--- config.mk ---
export PLATFORM = sky130hd
export DESIGN_NAME = uart_debug_parser
export DESIGN_NICKNAME = d
export VERILOG_FILES = /design/src/rtl/uart_debug_parser.sv
export SDC_FILE = /design/constraint.sdc
export NUM_CORES = 1
export LEC_CHECK = 0
export BUFFER_PORTS_ARGS = -buffer_cell sky130_fd_sc_hd__buf_2
export CAP_MARGIN = 30
export CORE_UTILIZATION = 60
export DETAILED_ROUTE_END_ITERATION = 8
export GPL_ROUTABILITY_DRIVEN = 0
export PLACE_DENSITY = 0.81
export SYNTH_ARGS = -nofsm -noshare
export SYNTH_HDL_FRONTEND = slang
export SYNTH_SLANG_ARGS = --single-unit
export TNS_END_PERCENT = 10
--- constraint.sdc ---
create_clock -name clk -period 6.7 [get_ports clk]
set_input_delay 1.34 -clock clk [delete_from_list [all_inputs] [get_ports clk]]
set_output_delay 1.34 -clock clk [all_outputs]
set_load 0.02 [all_outputs]
--- src/rtl/uart_debug_parser.sv ---
// uart_debug_parser: UART RX front end that parses "R/W addr [data]" text lines into FIFO write records
module uart_debug_parser #(
    parameter int CLK_HZ = 100_000_000,
    parameter int BAUD   = 115200
) (
    input  logic        clk,
    input  logic        rst,
    input  logic        uart_rxd,
    input  logic        full,
    output logic        w_req,
    output logic        w_rnw,
    output logic [31:0] w_addr,
    output logic [31:0] w_data,
    output logic        err,
    output logic        ovf
);
    localparam int DIV  = CLK_HZ / BAUD;
    localparam int HALF = DIV / 2;
    localparam int CW   = $clog2(DIV + 1);

    typedef enum logic [2:0] {R_IDLE, R_START, R_DATA, R_STOP, R_WAIT} rstate_t;
    typedef enum logic [2:0] {IDLE, SP1, ADDR, DATA, SKIP} pstate_t;

    logic          s1, rx, rx_d;
    rstate_t       rs, rs_n;
    logic [CW-1:0] cnt, cnt_n;
    logic [2:0]    bitn, bit_n;
    logic [7:0]    sh, sh_n;
    logic          bv, bv_n, ferr, ferr_n;

    pstate_t       ps, ps_n;
    logic          rnw, rnw_n;
    logic [31:0]   addr, addr_n, data, data_n;
    logic [3:0]    nd, nd_n;
    logic          done, perr;
    logic          hex, is_cmd, is_sp, is_us, is_term;
    logic [3:0]    nib;

    // synchronizer, edge history and all receiver/parser state
    always_ff @(posedge clk) begin
        if (rst) begin
            s1   <= 1'b1;
            rx   <= 1'b1;
            rx_d <= 1'b1;
            rs   <= R_IDLE;
            cnt  <= '0;
            bitn <= '0;
            sh   <= '0;
            bv   <= 1'b0;
            ferr <= 1'b0;
            ps   <= IDLE;
            rnw  <= 1'b0;
            addr <= '0;
            data <= '0;
            nd   <= '0;
        end else begin
            s1   <= uart_rxd;
            rx   <= s1;
            rx_d <= rx;
            rs   <= rs_n;
            cnt  <= cnt_n;
            bitn <= bit_n;
            sh   <= sh_n;
            bv   <= bv_n;
            ferr <= ferr_n;
            ps   <= ps_n;
            rnw  <= rnw_n;
            addr <= addr_n;
            data <= data_n;
            nd   <= nd_n;
        end
    end

    // receiver: start validation at mid-bit, 8 data bits LSB first, stop-bit check
    always_comb begin
        rs_n   = rs;
        cnt_n  = cnt + 1'b1;
        bit_n  = bitn;
        sh_n   = sh;
        bv_n   = 1'b0;
        ferr_n = 1'b0;
        case (rs)
            R_IDLE: begin
                cnt_n = '0;
                rs_n  = (rx_d && !rx) ? R_START : R_IDLE;
            end
            R_START: if (cnt == CW'(HALF - 1)) begin
                rs_n  = rx ? R_IDLE : R_DATA;
                cnt_n = '0;
                bit_n = '0;
            end
            R_DATA: if (cnt == CW'(DIV - 1)) begin
                sh_n  = {rx, sh[7:1]};
                cnt_n = '0;
                bit_n = bitn + 1'b1;
                rs_n  = (bitn == 3'd7) ? R_STOP : R_DATA;
            end
            R_STOP: if (cnt == CW'(DIV - 1)) begin
                bv_n   = rx;
                ferr_n = !rx;
                rs_n   = rx ? R_IDLE : R_WAIT;
            end
            R_WAIT: rs_n = rx ? R_IDLE : R_WAIT;
            default: rs_n = R_IDLE;
        endcase
    end

    // character classification of the received byte
    always_comb begin
        hex     = (sh >= 8'h30 && sh <= 8'h39) || (sh >= 8'h41 && sh <= 8'h46) || (sh >= 8'h61 && sh <= 8'h66);
        nib     = (sh <= 8'h39) ? sh[3:0] : sh[3:0] + 4'd9;
        is_cmd  = sh == 8'h52 || sh == 8'h72 || sh == 8'h57 || sh == 8'h77;
        is_sp   = sh == 8'h20;
        is_us   = sh == 8'h5F;
        is_term = sh == 8'h0D || sh == 8'h0A;
    end

    // line parser: fields accumulate nibble-wise, any violation skips to end of line
    always_comb begin
        ps_n   = ps;
        rnw_n  = rnw;
        addr_n = addr;
        data_n = data;
        nd_n   = nd;
        done   = 1'b0;
        perr   = 1'b0;
        if (ferr) begin
            ps_n = SKIP;
        end else if (bv) begin
            case (ps)
                IDLE: if (is_cmd) begin
                    rnw_n  = sh == 8'h52 || sh == 8'h72;
                    addr_n = '0;
                    data_n = '0;
                    nd_n   = '0;
                    ps_n   = SP1;
                end else if (!is_term) begin
                    perr = 1'b1;
                    ps_n = SKIP;
                end
                SP1: begin
                    perr = !is_sp;
                    ps_n = is_sp ? ADDR : SKIP;
                end
                ADDR: if (hex && nd != 4'd8) begin
                    addr_n = {addr[27:0], nib};
                    nd_n   = nd + 1'b1;
                end else if (is_sp && nd != 4'd0) begin
                    nd_n = '0;
                    ps_n = DATA;
                end else if (is_term && rnw && nd != 4'd0) begin
                    done = 1'b1;
                    ps_n = IDLE;
                end else if (!is_us) begin
                    perr = 1'b1;
                    ps_n = SKIP;
                end
                DATA: if (hex && nd != 4'd8) begin
                    data_n = {data[27:0], nib};
                    nd_n   = nd + 1'b1;
                end else if (is_term && nd != 4'd0) begin
                    done = 1'b1;
                    ps_n = IDLE;
                end else if (!is_us) begin
                    perr = 1'b1;
                    ps_n = SKIP;
                end
                SKIP: ps_n = is_term ? IDLE : SKIP;
                default: ps_n = IDLE;
            endcase
        end
    end

    // registered record and status pulses
    always_ff @(posedge clk) begin
        if (rst) begin
            w_req  <= 1'b0;
            ovf    <= 1'b0;
            err    <= 1'b0;
            w_rnw  <= 1'b0;
            w_addr <= '0;
            w_data <= '0;
        end else begin
            w_req <= done && !full;
            ovf   <= done && full;
            err   <= perr || ferr;
            if (done) begin
                w_rnw  <= rnw;
                w_addr <= addr;
                w_data <= data;
            end
        end
    end
endmodule

==> results list, run 1 <==
- The run finished with clean final reports.
* Cell accounting for the most synthesized area: dfxtp_1
- H-tree depth: 4
* CTS tree: yes
- Wire length on met2: 6750 µm
* Starting density of the core: 62.1%
- Combinational power share: 1.3%
- Leakage power of the design: 3.58 nW
* Fraction of the cycle the final worst path needs: 45.3%
- In this run, distinct cell masters in the synthesized netlist total 62.
- Global routing consumed, over all layers together, 25.0% of the routing resources.
- Cell types occupying the most area after synthesis: dfxtp_1, mux2i_1, nor2_1
- The tree built by TritonCTS fans out to 169 sinks.
- Net count after synthesis: 702
- Internal power: 1.67 mW
* Critical path endpoint category: flop
- Most used cells in the layout excluding fill and tap cells: dfxtp_1, mux2i_1, nor2_1
- # rows: 38
* Worst hold-check path type: reg -> reg
- Along the worst path, the maximum fanout reaches 93.
* Fraction of layout instances using a drive strength above 1: 16.5%
- Hold_buf cts: 0
- Clock transition at the register clock pins on the worst setup and hold paths after CTS: 0.06 ns
* Inserted Clock Buffers: 17
* Maximum VDD drop: 0.000237 V
- Setup repair after global routing missed its margin: false
- Across the run, the number of max-cap violations was 0.
* Via density per instance: 5.68
* Post-route setup TNS: 0 ns
- DR vias: 5104
* Antenna diode count: 0
- The library cell used most frequently in the layout, excluding fill and tap cells, is dfxtp_1.
- Net switching is 20.4% of the power.
* Fin cells: 898
- DRC violations left: 0
- The critical path is of the in -> reg type.
- In this run the top signal layer used is met4.
* Crit path launch: rst
* Mean Syn Cell Area: 9.89 µm²
* Number of antenna violations at the first check in global routing: 0
* Net total in the final layout: 760
- Total placed cells including tap cells: 865
- In this run, flip-flops and latches consume 47.9% of the power.
- The floorplan step defined a die boundary enclosing 11700 µm².
* Total half-perimeter wirelength after legalization and detailed placement: 8890 µm
- At the worst endpoint, the required time is 7.07 ns.
- Once the clock tree was built, the resizer swapped 0 gates to a different size.
- After synthesis the netlist holds a flip-flop and latch count of 169.
- Largest net degree at the start of global routing: 94
- In this run, the clock network consumes 50.8% of the power.
- Sequential fraction of the synthesis area: 49.8%
- Fmax: 329 MHz
- First-pass GRT wire length: 23100 µm
- Arrival @ worst endpoint: 3.40 ns
* Ys async rst share: 0%
* Met1 WL: 6160 µm
- Headroom to the max-slew limit came out at 34.3%.
* Number of enable-type register cells in the synthesized netlist: 0
- Setup violations remaining at the end of the flow were counted as 0.
* Max-slew violation total from the final report: 0
- Area share of the leading cell type in the synthesized netlist: 49.8%
- Detailed-router iteration count before antenna repair: 5
* Post-layout min period: 3.04 ns
- Among all flip-flop cells after synthesis, the most frequent one is dfxtp_1.
* Post-synthesis cell count: 687
- I/O pin total: 72
- Aggregate routed wire length: 13800 µm
- The routed design uses 610 µm of met3 wire.
- The worst register-to-register path begins at nd[0].
* Count of warnings emitted by yosys: 0
- Violation count after the first detailed-route iteration: 379
- At the later pin of the worst-skew pair, clock insertion delay measures 0.43 ns.
- The clock passes through at most 2 buffers.
- The tree is rooted in a clkbuf_16.
* Transition time of the tightest slew-check pin: 0.986 ns
- The startpoint identified for the worst hold timing path is s1.
* Count of final hold-check violations: 0
- For the final database, setup skew stands at 0.00912 ns.
- Relative to the synthesized area, the layout overhead comes to 16.4%.
* Vias in the first global route: 4849
- Routed WL per cell: 15.4 µm
* Remaining global-route overflow: 0
- Die outline height: 108 µm
- Post-Syn Area: 6790 µm²
- Filler Cell Count: 789
- Buffers added on ports: 71
- In this run the power density over the cells is 266 nW/µm².
- Std-Cell Core Area: 10900 µm²
- Summed over all nets, the switching power comes to 430 µW.
- Crit path launch type: primary input
* Detail Route Antenna Nets: 0
- Count of buffers added by post-CTS timing repair for setup: 0
- X dimension of the die: 108 µm
area by class of cell:
class / count / area [µm²] / share of cell area [%]
clock buffer: 21 / 470 / 5.95
clock inverter: 11 / 180 / 2.28
inverter: 18 / 67.6 / 0.855
multi-input combinational: 459 / 3150 / 39.9
sequential: 169 / 3380 / 42.8
tap: 140 / 175 / 2.22
timing repair buffer: 80 / 475 / 6.02
critical path: stages:
cell and delay [ns]:
buf_2 0.09, buf_4 0.33, inv_1 0.14, buf_4 0.38, nand2_1 0.19, nor4_4 0.25
buf_4 0.35, a22o_1 0.23
flip-flops by register name, indices dropped and copies added (netlist names), 3 cells and up:
register,count
w_addr,32
bitn,3
nd,4
rs,3
cnt,10
w_data,32
data,32
ps,3
addr,32
sh,8
worst paths after layout:
kind	endpoint	slack [ns]	cells past startpoint
max reg2reg	addr[10]	4.12	8
min	rx	0.41	1
min reg2reg	rx	0.41	1
max	data[11]	3.66	8
power by group through the flow:
stage	Clock, mW	Sequential [mW]	Combinational (mW)
after floorplan	0	1.03	0.0195
after global placement	0	1.03	0.0234
after detailed placement	0	1.03	0.0244
after CTS	1.08	1.01	0.0246
after global routing	1.12	1.01	0.0293
final	1.07	1.01	0.0269
Yosys cell counts (all sizes together) (5+ instances only):
library cell,n
a21oi,6
a22o,33
buf,19
clkbuf,22
dfxtp,169
ha,11
inv,18
mux2i,112
nand2,76
nand2b,8
nand3,12
nor2,102
nor3,12
o211ai,5
o21ai,5
xnor2,8
routing by layer:
| metal | GRT usage [%] | vias up |
|---|---|---|
| li1 | - | 2505 |
| met4 | 10.5 | 0 |
| met3 | 6.15 | 23 |
| met2 | 41.5 | 147 |
| met1 | 30.9 | 2429 |
| met5 | 0 | - |
cells by family after synthesis:
logic type | count (synthesis) | share of synthesized area, %
compound gates | 80 | 9.67
xor+xnor | 10 | 1.29
fa+ha+maj | 11 | 2.03
buf+inv | 59 | 4.03
flops | 169 | 49.8
mux | 112 | 16.5
simple gates | 246 | 16.7
stage by stage:
stage | util [%] | setup slack (ns) | power (mW) | hold slack [ns] | cell area (µm²)
final | 72.3 | 3.66 | 2.10 | 0.405 | 7900
after global routing | 72.3 | 3.47 | 2.16 | 0.418 | 7900
after CTS | 72.0 | 3.50 | 2.11 | 0.411 | 7880
after detailed placement | 66.1 | 3.07 | 1.05 | 0.400 | 7220
after global placement | 65.6 | 3.12 | 1.05 | 0.398 | 7180
after floorplan | - | 4.32 | 1.05 | 0.389 | 6790
No activity file was read; power rests on OpenSTA's default activity.
==> inputs of run 2 (changes only) <==
--- a/config.mk
+++ b/config.mk
@@ -7,10 +7,10 @@
 export LEC_CHECK = 0
 export BUFFER_PORTS_ARGS = -buffer_cell sky130_fd_sc_hd__buf_2
 export CAP_MARGIN = 30
-export CORE_UTILIZATION = 60
+export CORE_UTILIZATION = 58
 export DETAILED_ROUTE_END_ITERATION = 8
 export GPL_ROUTABILITY_DRIVEN = 0
-export PLACE_DENSITY = 0.81
+export PLACE_DENSITY = 0.79
 export SYNTH_ARGS = -nofsm -noshare
 export SYNTH_HDL_FRONTEND = slang
 export SYNTH_SLANG_ARGS = --single-unit
==> constraint.sdc (replaced) <==
create_clock -name clk -period 3.1 [get_ports clk]
set_input_delay 0.62 -clock clk [delete_from_list [all_inputs] [get_ports clk]]
set_output_delay 0.62 -clock clk [all_outputs]
set_load 0.02 [all_outputs]
==> results list, run 2 (synthesis results as in run 1) <==
- Outcome: finished, final reports clean (unchanged)
* Antenna diode count: 0 (unchanged)
- Count of final hold-check violations: 0 (unchanged)
* Maximum buffer depth of the clock tree: 2 (unchanged)
- The number of max-cap violations was 0 (unchanged).
- Detailed-router iteration count before antenna repair: 4 (was 5)
- Number of antenna violations at the first check in global routing: 0 (unchanged)
- WP buf/inv: 2 (was 5)
- The arrival time of the worst setup path is 2.96 ns (was 3.40 ns).
* Fmax: 378 MHz
* Maximum VDD drop: 0.000483 V (was 0.000237 V)
- The power consumption came to 4.40 mW (was 2.10 mW).
- Post-route setup TNS: 0 ns (unchanged)
- The deepest level of the CTS H-tree is 4 (unchanged).
* Total placed cells including tap cells: 868 (was 865)
* Hold_buf cts: 0 (unchanged)
* Slowest cell on the critical path: dfxtp_1 (was buf_4)
* Clock transition at the register clock pins on the worst setup and hold paths after CTS: 0.06 ns (about the same)
- The power share of the sequential group came to 49.5% (was 47.9%).
* Fraction of the cycle the final worst path needs: 85.2%
- Layout overhead on the synthesized area: 15.5% (was 16.4%)
- Via density per instance: 5.63 (was 5.68)
- The total DRC errors in the routed layout is 0 (unchanged).
- The number of top-level design ports was 72 (unchanged).
- Detail Route Antenna Nets: 0 (unchanged)
* Worst-case clock skew: 0.00867 ns (was 0.00912 ns)
- The horizontal die dimension is 110 µm (was 108 µm).
* Leakage power of the design: 3.54 nW (was 3.58 nW)
* Post-layout min period: 2.64 ns
- The clock net sink count is 169 (unchanged).
* Max-slew violation total from the final report: 0 (unchanged)
- The first-iteration detailed-routing DRC count was 304 (was 379).
- The smallest hold slack was 0.372 ns (was 0.405 ns).
* Inserted Clock Buffers: 17 (unchanged)
- Clock root buffer master: clkbuf_16 (unchanged)
- Starting density of the core: 59.5% (was 62.1%)
- Slew headroom: 59.4% (was 34.3%)
* Critical path endpoint category: flop (unchanged)
- Largest net degree at the start of global routing: 68 (was 94)
- Startpoint of the most critical register-to-register path: sh[1] (was nd[0])
- Net total in the final layout: 760 (unchanged)
- Fraction of power spent switching nets: 20.9% (was 20.4%)
- The cell row count is 39 (was 38).
* Remaining global-route overflow: 0 (unchanged)
- The delay of the slowest cell on the worst path was 0.46 ns (was 0.38 ns).
* Die ar.: 12100 µm² (was 11700 µm²)
- Transition time of the tightest slew-check pin: 0.601 ns (was 0.986 ns)
- DR vias: 5064 (was 5104)
- Required time at the worst-slack endpoint: 3.42 ns (was 7.07 ns)
* Total half-perimeter wirelength after legalization and detailed placement: 9000 µm (was 8890 µm)
- Power per cell area: 561 nW/µm² (was 266 nW/µm²)
- Category of the most critical setup path: reg -> reg (was in -> reg)
* Aggregate routed wire length: 13800 µm (about the same)
- The number of endpoints failing setup at the final stage came to 0 (unchanged).
- The launch point of the critical path was sh[1] (was rst).
- The share of final-layout standard cells stronger than drive strength 1 is 16.4% (was 16.5%).
- Vias in the first global route: 4618 (was 4849)
- Most used cells in the layout excluding fill and tap cells: dfxtp_1, mux2i_1, nor2_1 (unchanged).
- Buffers added on ports: 71 (unchanged)
- The family with the most delay on the worst path is compound AO/OA/AOI/OAI gates (was buffers and inverters).
* Count of instances resized after the clock tree is built: 0 (unchanged)
* Routed WL per cell: 15.4 µm (about the same)
- The largest fanout of any net on the critical path was 32 (was 93).
* Most common cell after layout, fill and taps aside: dfxtp_1 (unchanged)
* Std-Cell Core Area: 11400 µm² (was 10900 µm²)
- Combinational power share: 1.4% (was 1.3%)
- Global-route total usage across every layer: 23.9% (was 25.0%)
* Internal power: 3.48 mW (was 1.67 mW)
- The class of the most critical hold timing path was in -> reg (was reg -> reg).
- The TritonCTS clock tree was yes (unchanged).
- Clock share of power: 49.2% (was 50.8%)
- The sort of element at the start of the critical path was a flop (was primary input).
* First-pass GRT wire length: 22300 µm (was 23100 µm)
- Clock Latency Late Sink: 0.43 ns (about the same)
* Startpoint of the tightest hold check path: uart_rxd (was s1)
- The net switching power came to 918 µW (was 430 µW).
* Count of buffers added by post-CTS timing repair for setup: 0 (unchanged)
* Fin cells: 899 (was 898)
* Die outline height: 110 µm (was 108 µm)
- Critical path, cell by cell: inv_1 > ha_1 > or3b_1 > a41o_1 > a31oi_1 > nor2_4 > buf_4 > a31o_2 (was buf_2 > buf_4 > inv_1 > buf_4 > nand2_1 > nor4_4 > buf_4 > a22o_1).
- Setup repair after global routing missed its margin: false (unchanged).
==> run 2: changes by cell type in the layout (fill, tap and decap cells not counted), sizes merged <==
cell,delta
clkbuf,-3
clkinv,+3
inv,-3
clkinvlp,+2
bufinv,-1
==> run 2: layer usage <==
layer	track usage (%)	share of wire, %	vias to the layer above	wire length, µm
met5	0	0	-	0
met4	10.3	1.8	0	246
met3	6.11	4.8	24	669
met2	39.8	48	138	6590
met1	29.4	46	2408	6330
li1	-	-	2494	-
==> run 2: final timing paths <==
path                  end  slack [ns]  cells past startpoint
hold / removal         s1        0.37                      2
setup reg to reg  addr[2]        0.46                      8
setup / recovery  addr[2]        0.46                      8
hold reg to reg        rx        0.41                      1
==> run 2: worst register-to-register path, delay by kind of cell (launching register included) <==
| kind | cells | cell delay (ns) |
|---|---|---|
| flops | 1 | 0.46 |
| simple gates | 2 | 0.40 |
| fa+ha+maj | 1 | 0.23 |
| compound gates | 3 | 1.02 |
| buf+inv | 2 | 0.43 |
==> run 2: area by class of cell <==
type / instances / area [µm²]
inverters: 18 / 67.6
flip-flops and latches: 169 / 3380
clock inverters: 12 / 168
well taps: 143 / 179
clock buffers: 18 / 439
repair buffers: 80 / 455
fillers: 872 / 3580
multi-input cells: 459 / 3150
==> run 2: stage by stage <==
| stage | area, µm² | util [%] | setup WS, ns |
|---|---|---|---|
| 6_report | 7840 | 68.7 | 0.458 |
| 5_1_grt | 7840 | 68.7 | 0.260 |
| 2_1_floorplan | 6790 | - | 0.965 |
| 3_3_place_gp | 7210 | 63.1 | 0.478 |
| 4_1_cts | 7820 | 68.4 | 0.311 |
| 3_5_place_dp | 7210 | 63.1 | 0.335 |
==> run 2: power by group through the flow <==
| stage | Combinational (mW) | Sequential [mW] | Clock [mW] |
|---|---|---|---|
| after floorplan | 0.0422 | 2.23 | 0 |
| after global placement | 0.0528 | 2.23 | 0 |
| after detailed placement | 0.0545 | 2.23 | 0 |
| after CTS | 0.0546 | 2.18 | 2.20 |
| after global routing | 0.0649 | 2.18 | 2.29 |
| final | 0.0595 | 2.18 | 2.16 |
==> inputs of run 3 (changes only) <==
--- a/config.mk
+++ b/config.mk
@@ -8,9 +8,11 @@
 export BUFFER_PORTS_ARGS = -buffer_cell sky130_fd_sc_hd__buf_2
 export CAP_MARGIN = 30
 export CORE_UTILIZATION = 58
+export CTS_BUF_LIST = sky130_fd_sc_hd__clkbuf_16
 export DETAILED_ROUTE_END_ITERATION = 8
 export GPL_ROUTABILITY_DRIVEN = 0
 export PLACE_DENSITY = 0.79
+export SKIP_CTS_REPAIR_TIMING = 1
 export SYNTH_ARGS = -nofsm -noshare
 export SYNTH_HDL_FRONTEND = slang
 export SYNTH_SLANG_ARGS = --single-unit
==> results list, run 3 (synthesis results as in run 1) <==
- The pin count of the biggest net entering global routing is 68 (unchanged).
* Aggregate routed wire length: 13800 µm (about the same)
- Via density per instance: 5.63 (unchanged)
- The number of max-cap violations came to 0 (unchanged).
- Routed WL per cell: 15.4 µm (about the same)
- Total half-perimeter wirelength after legalization and detailed placement: 9000 µm (unchanged)
- The arrival time of the worst setup path came to 2.96 ns (about the same).
* Summed area of non-filler cells in the final layout: 7830 µm² (was 7840 µm²)
* Fraction of layout instances using a drive strength above 1: 16.3% (was 16.4%)
- The type of the worst setup path was reg -> reg (unchanged).
- The worst slew margin relative to its limit came to 59.4% (unchanged).
- The delay of the slowest cell on the worst path was 0.46 ns (about the same).
- The power consumption is 4.38 mW (was 4.40 mW).
- Highest net fanout along the worst path: 32 (unchanged)
- The library cell used as clock root buffer is clkbuf_16 (unchanged).
- The required time of the critical path was 3.42 ns (about the same).
- Outcome: finished, final reports clean (unchanged)
* Detailed-router iteration count before antenna repair: 4 (unchanged)
- The utilization after layout is 68.6% (was 68.7%).
- Worst setup slack for register-to-register paths: 0.46 ns (about the same)
* Std-Cell Core Area: 11400 µm² (unchanged)
* Maximum VDD drop: 0.000483 V (about the same)
- Global-route total usage across every layer: 23.9% (unchanged)
- Critical path, cell by cell: inv_1 > ha_1 > or3b_1 > a41o_1 > a31oi_1 > nor2_4 > buf_4 > a31o_2 (unchanged)
- Clock Latency Late Sink: 0.43 ns (about the same)
- Clock transition at the register clock pins on the worst setup and hold paths after CTS: 0.06 ns (about the same)
- The smallest hold slack is 0.372 ns (unchanged).
- Total placed cells including tap cells: 868 (unchanged)
- The first-iteration detailed-routing DRC count was 304 (unchanged).
* Most used cells in the layout excluding fill and tap cells: dfxtp_1, mux2i_1, nor2_1 (unchanged)
* Leakage power of the design: 3.54 nW (about the same)
* Fraction of the cycle the final worst path needs: 85.3% (was 85.2%)
- Setup repair after global routing missed its margin: false (unchanged).
* Crit path launch type: flop (unchanged)
- Post-layout min period: 2.64 ns (about the same)
- The global route total overflow was 0 (unchanged).
- The sum of negative setup slack was 0 ns (unchanged).
* Transition time of the tightest slew-check pin: 0.601 ns (unchanged)
- The total DRC errors in the routed layout is 0 (unchanged).
- Die ar.: 12100 µm² (unchanged)
- Startpoint of the tightest hold check path: uart_rxd (unchanged)
- The number of antenna violations at the first check in global routing was 0 (unchanged).
* CTS sink count: 169 (unchanged)
- The number of diodes added for antenna fixing was 0 (unchanged).
- The wire length of the first global-routing pass is 22300 µm (unchanged).
- Net total in the final layout: 760 (unchanged)
* I/O pin total: 72 (unchanged)
- H-tree depth: 4 (unchanged)
- Most common cell after layout, fill and taps aside: dfxtp_1 (unchanged)
* Vias in the first global route: 4618 (unchanged)
- Reg2Reg Depth: 8 (unchanged)
- Worst hold-check path type: in -> reg (unchanged)
- The clock skew after layout was 0.00867 ns (unchanged).
- Power per cell area: 559 nW/µm² (was 561 nW/µm²)
- DR vias: 5064 (unchanged)
* Endpoint of the lowest-slack register-to-register path: addr[2] (unchanged)
* Die outline height: 110 µm (unchanged)
- The pre-CTS setup slack was 0.335 ns (unchanged).
- The area of placed instances came to 7210 µm² (unchanged).
- Detail Route Antenna Nets: 0 (unchanged)
- The kind of end point of the critical path is a flop (unchanged).
- # rows: 39 (unchanged)
* Slowest cell on the critical path: dfxtp_1 (unchanged)
- The number of endpoints failing setup at the final stage was 0 (unchanged).
- X dimension of the die: 110 µm (unchanged)
- The count of input and output buffers came to 71 (unchanged).
- Layout overhead on the synthesized area: 15.3% (was 15.5%)
* Sink of the worst hold path: s1 (unchanged)
- The number of max-slew violations in the final report was 0 (unchanged).
- The TritonCTS clock tree is yes (unchanged).
- Fin cells: 899 (unchanged)
- Maximum buffer depth of the clock tree: 2 (unchanged)
- Cell depth of the worst hold path: 2 (unchanged)
- Setup slack after layout: 0.456 ns (was 0.458 ns)
* Fmax: 378 MHz (about the same)
- Starting density of the core: 59.5% (unchanged)
- Inserted Clock Buffers: 17 (unchanged)
* Count of final hold-check violations: 0 (unchanged)
* Startpoint of the most critical register-to-register path: sh[1] (unchanged)
-- run 3: cell type report --
| class | instances | area [µm²] |
|---|---|---|
| inverters | 18 | 67.6 |
| flip-flops and latches | 169 | 3380 |
| clock inverters | 13 | 171 |
| multi-input cells | 459 | 3150 |
| well taps | 143 | 179 |
| fillers | 873 | 3590 |
| clock buffers | 17 | 425 |
| repair buffers | 80 | 455 |
-- run 3: layer usage --
metal  track usage [%]  part of all wire (%)  vias to the layer above
met5                 0                     0                        -
met4              10.3                   1.8                        0
met3              6.11                   4.8                       24
met2              39.8                    48                      138
met1              29.4                    46                     2408
li1                  -                     -                     2494
-- run 3: worst max-delay path by stage --
stage                     startpoint  slack (ns)  depth (start not counted)  endpoint
after floorplan                nd[0]        0.97                          8   data[2]
after global placement         sh[1]        0.48                          7   data[0]
after detailed placement       sh[1]        0.33                          7   data[2]
after CTS                      sh[1]        0.31                          7   data[2]
after global routing           sh[1]        0.26                          8   addr[7]
final                          sh[1]        0.46                          8   addr[2]
-- run 3: critical path, delay by kind of cell, from the launching register on --
kind                       cells  cell delay, ns
adders and majority gates      1            0.23
AOI/OAI and AO/OA              3            1.02
and+or+nand+nor                2            0.40
buffers and inverters          2            0.43
DFF                            1            0.46
-- run 3: power by group --
group          total [mW]  switching [mW]  internal (mW)
clock                2.14           0.869           1.27
combinational      0.0595          0.0445         0.0150
sequential           2.18         0.00340           2.17
